[src/rtl/alu_mc.sv]
// Registered multi-cycle ALU: single-cycle ops complete on the accept edge; divide runs an iterative restoring divider.
// Optional macro ALU_OVF_EN adds a registered signed-overflow output.
module alu_mc #(
    parameter int WIDTH = 32,
    localparam int SHW = $clog2(WIDTH)
) (
    input  logic             clk,
    input  logic             rst,
    input  logic             in_valid,
    output logic             in_ready,
    input  logic [WIDTH-1:0] a,
    input  logic [WIDTH-1:0] b,
    input  logic [4:0]       s,
    output logic             out_valid,
    input  logic             out_ready,
    output logic [WIDTH-1:0] out,
    output logic [WIDTH-1:0] mulhi,
    output logic             carry,
    output logic             zero,
    output logic             dz
`ifdef ALU_OVF_EN
    ,
    output logic             ovf
`endif
);

    typedef enum logic [1:0] {IDLE, DIV, DONE} state_t;

    state_t state_q, state_d;
    logic [WIDTH-1:0] out_q, out_d, mulhi_q, mulhi_d;
    logic carry_q, carry_d, zero_q, zero_d, dz_q, dz_d, out_valid_q, out_valid_d;
    logic [WIDTH-1:0] rem_q, rem_d, quo_q, quo_d, dvs_q, dvs_d;
    logic [SHW-1:0] cnt_q, cnt_d;

    logic             in_ready_c, accept;
    logic [WIDTH:0]   add_w, inc_w;
    logic [WIDTH-1:0] sub_w, dec_w, nega_w, negb_w;
    logic [2*WIDTH-1:0] prod_w;
    logic [WIDTH-1:0] res_c, hi_c;
    logic             cy_c, dz_c;
    logic [WIDTH:0]   rem_sh;
    logic [WIDTH-1:0] rem_nx, quo_nx;

    function automatic logic [WIDTH-1:0] gray2bin(input logic [WIDTH-1:0] g);
        logic [WIDTH-1:0] r;
        r[WIDTH-1] = g[WIDTH-1];
        for (int i = WIDTH - 2; i >= 0; i--) r[i] = r[i+1] ^ g[i];
        return r;
    endfunction

    function automatic logic [WIDTH-1:0] bitrev(input logic [WIDTH-1:0] v);
        logic [WIDTH-1:0] r;
        for (int i = 0; i < WIDTH; i++) r[i] = v[WIDTH-1-i];
        return r;
    endfunction

    assign add_w  = {1'b0, a} + {1'b0, b};
    assign inc_w  = {1'b0, a} + (WIDTH+1)'(1);
    assign sub_w  = a - b;
    assign dec_w  = a - WIDTH'(1);
    assign nega_w = '0 - a;
    assign negb_w = '0 - b;
    assign prod_w = {{WIDTH{1'b0}}, a} * {{WIDTH{1'b0}}, b};

    always_comb begin
        res_c = '0;
        hi_c  = '0;
        cy_c  = 1'b0;
        dz_c  = 1'b0;
        case (s)
            5'd0:  begin res_c = add_w[WIDTH-1:0]; cy_c = add_w[WIDTH]; end
            5'd1:  begin res_c = sub_w; cy_c = (a < b); end
            5'd2:  begin res_c = prod_w[WIDTH-1:0]; hi_c = prod_w[2*WIDTH-1:WIDTH]; end
            // Only the b==0 case reaches this result; nonzero divisors go to the FSM.
            5'd3:  begin res_c = '0; hi_c = a; dz_c = (b == '0); end
            5'd4:  res_c = ~a;
            5'd5:  res_c = a & b;
            5'd6:  res_c = ~(a & b);
            5'd7:  res_c = a | b;
            5'd8:  res_c = ~(a | b);
            5'd9:  res_c = gray2bin(b);
            5'd10: res_c = (a > b) ? '1 : '0;
            5'd11: res_c = nega_w;
            5'd12: res_c = negb_w;
            5'd13: res_c = ~a;
            5'd14: res_c = ~b;
            5'd15: res_c = (a == b) ? '1 : '0;
            5'd16: res_c = gray2bin(a);
            5'd17: res_c = b ^ (b >> 1);
            5'd18: res_c = a ^ (a >> 1);
            5'd19: res_c = a ^ b;
            5'd20: res_c = ~(a ^ b);
            5'd21: res_c = {{(WIDTH-1){1'b0}}, a[0] & b[0]};
            5'd22: res_c = {{(WIDTH-1){1'b0}}, a[0] | b[0]};
            5'd23: res_c = {{(WIDTH-1){1'b0}}, ~a[0]};
            5'd24: begin res_c = inc_w[WIDTH-1:0]; cy_c = inc_w[WIDTH]; end
            5'd25: begin res_c = dec_w; cy_c = (a == '0); end
            5'd26: res_c = a >> b[SHW-1:0];
            5'd27: res_c = '0;
            5'd28: res_c = bitrev(a);
            5'd29: res_c = {{(WIDTH-1){1'b0}}, ^a};
            5'd30: res_c = {{(WIDTH-1){1'b0}}, ^b};
            5'd31: res_c = a << b[SHW-1:0];
            default: res_c = '0;
        endcase
    end

`ifdef ALU_OVF_EN
    logic ovf_q, ovf_d, ov_c;

    always_comb begin
        ov_c = 1'b0;
        case (s)
            5'd0:  ov_c = (a[WIDTH-1] == b[WIDTH-1]) && (add_w[WIDTH-1] != a[WIDTH-1]);
            5'd1:  ov_c = (a[WIDTH-1] != b[WIDTH-1]) && (sub_w[WIDTH-1] != a[WIDTH-1]);
            5'd11: ov_c = a[WIDTH-1] && nega_w[WIDTH-1];
            5'd12: ov_c = b[WIDTH-1] && negb_w[WIDTH-1];
            5'd24: ov_c = !a[WIDTH-1] && inc_w[WIDTH-1];
            5'd25: ov_c = a[WIDTH-1] && !dec_w[WIDTH-1];
            default: ov_c = 1'b0;
        endcase
    end

    assign ovf = ovf_q;
`endif

    // One restoring step: rem < dvs always holds, so the shifted value fits WIDTH+1 bits
    // and the difference fits back into WIDTH bits.
    assign rem_sh = {rem_q, quo_q[WIDTH-1]};
    always_comb begin
        rem_nx = rem_sh[WIDTH-1:0];
        quo_nx = {quo_q[WIDTH-2:0], 1'b0};
        if (rem_sh >= {1'b0, dvs_q}) begin
            rem_nx = rem_sh[WIDTH-1:0] - dvs_q;
            quo_nx[0] = 1'b1;
        end
    end

    assign in_ready_c = (state_q == IDLE) && (!out_valid_q || out_ready) && !rst;
    assign accept     = in_valid && in_ready_c;

    always_comb begin
        state_d     = state_q;
        out_d       = out_q;
        mulhi_d     = mulhi_q;
        carry_d     = carry_q;
        zero_d      = zero_q;
        dz_d        = dz_q;
        out_valid_d = out_valid_q;
        rem_d       = rem_q;
        quo_d       = quo_q;
        dvs_d       = dvs_q;
        cnt_d       = cnt_q;
`ifdef ALU_OVF_EN
        ovf_d       = ovf_q;
`endif
        case (state_q)
            IDLE: begin
                if (out_valid_q && out_ready) out_valid_d = 1'b0;
                if (accept) begin
                    if (s == 5'd3 && b != '0) begin
                        state_d     = DIV;
                        rem_d       = '0;
                        quo_d       = a;
                        dvs_d       = b;
                        cnt_d       = SHW'(WIDTH - 1);
                        out_valid_d = 1'b0;
                    end else begin
                        out_d       = res_c;
                        mulhi_d     = hi_c;
                        carry_d     = cy_c;
                        dz_d        = dz_c;
                        zero_d      = (res_c == '0);
                        out_valid_d = 1'b1;
`ifdef ALU_OVF_EN
                        ovf_d       = ov_c;
`endif
                    end
                end
            end
            DIV: begin
                rem_d = rem_nx;
                quo_d = quo_nx;
                cnt_d = cnt_q - SHW'(1);
                if (cnt_q == '0) begin
                    state_d     = DONE;
                    out_d       = quo_nx;
                    mulhi_d     = rem_nx;
                    carry_d     = 1'b0;
                    dz_d        = 1'b0;
                    zero_d      = (quo_nx == '0);
                    out_valid_d = 1'b1;
`ifdef ALU_OVF_EN
                    ovf_d       = 1'b0;
`endif
                end
            end
            DONE: begin
                if (out_ready) begin
                    out_valid_d = 1'b0;
                    state_d     = IDLE;
                end
            end
            default: state_d = IDLE;
        endcase
    end

    always_ff @(posedge clk) begin
        if (rst) begin
            state_q     <= IDLE;
            out_q       <= '0;
            mulhi_q     <= '0;
            carry_q     <= 1'b0;
            zero_q      <= 1'b0;
            dz_q        <= 1'b0;
            out_valid_q <= 1'b0;
            rem_q       <= '0;
            quo_q       <= '0;
            dvs_q       <= '0;
            cnt_q       <= '0;
`ifdef ALU_OVF_EN
            ovf_q       <= 1'b0;
`endif
        end else begin
            state_q     <= state_d;
            out_q       <= out_d;
            mulhi_q     <= mulhi_d;
            carry_q     <= carry_d;
            zero_q      <= zero_d;
            dz_q        <= dz_d;
            out_valid_q <= out_valid_d;
            rem_q       <= rem_d;
            quo_q       <= quo_d;
            dvs_q       <= dvs_d;
            cnt_q       <= cnt_d;
`ifdef ALU_OVF_EN
            ovf_q       <= ovf_d;
`endif
        end
    end

    assign in_ready  = in_ready_c;
    assign out_valid = out_valid_q;
    assign out       = out_q;
    assign mulhi     = mulhi_q;
    assign carry     = carry_q;
    assign zero      = zero_q;
    assign dz        = dz_q;

endmodule
[config.mk]
export PLATFORM = sky130hd
export DESIGN_NAME = alu_mc
export DESIGN_NICKNAME = d
export VERILOG_FILES = /design/src/rtl/alu_mc.sv
export SDC_FILE = /design/constraint.sdc
export NUM_CORES = 2
export LEC_CHECK = 0
export CAP_MARGIN = 20
export CORE_UTILIZATION = 25
export CTS_CLUSTER_DIAMETER = 30
export DETAILED_ROUTE_END_ITERATION = 8
export PLACE_DENSITY = 0.41
export SLEW_MARGIN = 20
export SYNTH_ARGS = -nofsm -noshare
export SYNTH_HDL_FRONTEND = slang
export SYNTH_SLANG_ARGS = --single-unit
[constraint.sdc]
create_clock -name clk -period 14.5 [get_ports clk]
set_clock_uncertainty 0.15 [all_clocks]
set_input_delay 2.9 -clock clk [delete_from_list [all_inputs] [get_ports clk]]
set_output_delay 2.9 -clock clk [all_outputs]
set_load 0.005 [all_outputs]
==> flow_metrics.tcl <==
set metrics [dict create \
    synth_ff_type "dfxtp_1" \
    die_w_um 474 \
    ctsHoldBuffers 0 \
    setup_ws_ns 0.980 \
    ant_nets 0 \
    worst_setup_path_start_kind "input port" \
    grt_pass1_vias 54300 \
    cap_viol_max_count 0 \
    place.gp.congestion 1.03 \
    area_growth_pct 10.5 \
    grt_overflow_total 0 \
    period_needed_ns 13.52 \
    worst_slew_pin_slew_ns 1.25 \
    hold_class "reg2reg" \
    clk_pin_slew_ns 0.08 \
    critPathMaxFanout 11 \
    io_pins 142 \
    numCtsBuffers 17 \
    syn_nets 8445 \
    place_area_um2 60900 \
    drt_iter0_drc 6039 \
    status "finished, final reports clean" \
    clk_latency_ns 0.48 \
    dr.pass1.iters 9 \
    synth_edf_count 0 \
    crit_arrival_ns 13.70 \
    post_cts_buffers 0 \
    yosysMostFrequentCell "inv_1" \
    synthDistinctLibCells 91 \
    clock-root-buffer "clkbuf_16" \
    core_area_um2 221000 \
    drive_above_1_share_pct 7.51 \
    wl_mm 312 \
    critPathSlowestCell "clkdlybuf4s50_1" \
    hold_violations 0 \
    fmax_mhz 74.0 \
    synthTopCellsByCount "987 x inv_1, 928 x nand2_1, 899 x fa_1" \
    synth_area_per_cell_um2 7.97 \
    synthArstFlopShare_pct 0 \
    end_kind "register" \
    nNetsFinal 8377 \
    cp_slowest_stage_delay_ns 1.06 \
    fp-row-count 172 \
    htree_levels 4 \
    yosysTopAreaCellShare_pct 32.3 \
    grt_pass1_wl_mm 437 \
    antenna_found_initial 26 \
    dieArea_um2 225000 \
    multiInputGateArea_um2 46700 \
    drc 0 \
    final_cell_area_um2 61600 \
    synth_cells 6992 \
    setup_viol 0 \
    syn-cell-area_um2 55700 \
    dpl_worst_slack_ns 0.389 \
    crit_top_cell "fa_1" \
    wire_per_inst_um 31.5 \
    grt_max_degree 81 \
    fillers 24000 \
    grt_setup_unrepaired "false" \
    cts_tree "yes" \
    hpwl_mm 244 \
    final_max_slew_viol_count 0 \
    slew_headroom_pct 14.2 \
    seqCellArea_um2 3420 \
    yosysSeqAreaShare_pct 6.15 \
    grt_use_total_pct 27.6 \
    numPortBuffers 141 \
    cp_data_required_time_ns 14.68 \
    tns_ns 0 \
    die_y_um 474 \
    synth.largest_area_cell "fa_1" \
    criticalPathCategory "in2reg" \
    routed-via-count 53800 \
    cts_buffer_depth 2 \
    clkSinkCount 171 \
    start_util_pct 25.3 \
    synth.area.top_cells "fa_1 32%, ha_1 11%, inv_1 6.7%" \
    synth-seq-cells 171 \
    finalCritPeriodShare_pct 93.2 \
    yosysWarningCount 0 \
    post_cts_resized 0 \
    vias_per_cell 5.44 \
]
## cell families after synthesis
family | count (synthesis) | synth area share [%]
adder cells (fa/ha/maj) | 1380 | 43.1
AO/OA/AOI/OAI | 1260 | 15.0
multiplexers | 151 | 3.98
XOR/XNOR | 265 | 4.60
AND/OR/NAND/NOR | 2256 | 17.0
flip-flops | 171 | 6.15
buffers and inverters | 1509 | 10.2
## sequential cells by signal, indices dropped and copies added (netlist names)
signal,flops
out,32
dvs_q,32
carry,1
out_valid,1
mulhi,32
zero,1
cnt_q,5
state_q,2
quo_q,32
rem_q,32
dz,1
## placed cells by master, fill, tap and decap left out, drive strengths merged, types with 47 or more instances in the layout
| master | n |
|---|---|
| nand4 | 50 |
| a22oi | 47 |
| nor3 | 85 |
| nand3 | 78 |
| mux2i | 71 |
| a211oi | 89 |
| a21oi | 357 |
| a21o | 61 |
| inv | 998 |
| buf | 330 |
| fa | 899 |
| ha | 481 |
| clkdlybuf4s50 | 87 |
| nand2 | 928 |
| nor2 | 889 |
| xnor2 | 207 |
| nor4 | 47 |
| dfxtp | 171 |
| mux4 | 54 |
| o21ai | 233 |
## through the flow
| stage | cells | util [%] | hold slack (ns) |
|---|---|---|---|
| 2_1_floorplan | 6992 | - | 0.286 |
| 4_1_cts | 9895 | 27.9 | 0.311 |
| 5_1_grt | 9898 | 27.9 | 0.325 |
| 3_3_place_gp | 9861 | 27.6 | 0.295 |
| 3_5_place_dp | 9863 | 27.6 | 0.300 |
| 6_report | 9905 | 27.9 | 0.306 |
## final timing paths
kind                                       startpoint                     end  slack (ns)  cells past startpoint
worst max-delay path                            b[28]  mulhi[30]$_SDFFE_PP0P_        0.98                     34
worst min-delay path            dvs_q[6]$_SDFFE_PP0P_   dvs_q[6]$_SDFFE_PP0P_        0.31                      2
worst max register to register  dvs_q[1]$_SDFFE_PP0P_  mulhi[26]$_SDFFE_PP0P_        8.17                     21
worst min register to register  dvs_q[6]$_SDFFE_PP0P_   dvs_q[6]$_SDFFE_PP0P_        0.31                      2
## cell type report
| type | instances | area share, % |
|---|---|---|
| Multi-Input combinational cell | 5312 | 75.9 |
| Sequential cell | 171 | 5.56 |
| Inverter | 1004 | 6.12 |
| Clock inverter | 13 | 0.291 |
| Clock buffer | 19 | 0.719 |
| Timing Repair Buffer | 418 | 5.37 |
| Antenna cell | 10 | 0.0406 |
| Tap cell | 2958 | 6.01 |
## per-layer routing
| layer | share of wire, % | track usage (%) | vias to the layer above |
|---|---|---|---|
| li1 | - | - | 22700 |
| met1 | 41 | 36.0 | 27800 |
| met2 | 44 | 43.3 | 2799 |
| met3 | 8.0 | 4.02 | 609 |
| met4 | 6.9 | 15.7 | 12 |
| met5 | 0.028 | 0 | - |
## critical path: cells and delay by family
kind | cells | cell delay [ns]
fa+ha+maj | 9 | 4.05
compound gates | 11 | 3.63
buf+inv | 8 | 1.94
simple gates | 6 | 1.19
Power is not shown: default switching activity piles up to over one toggle a cycle in this logic, so the estimate is an artifact.
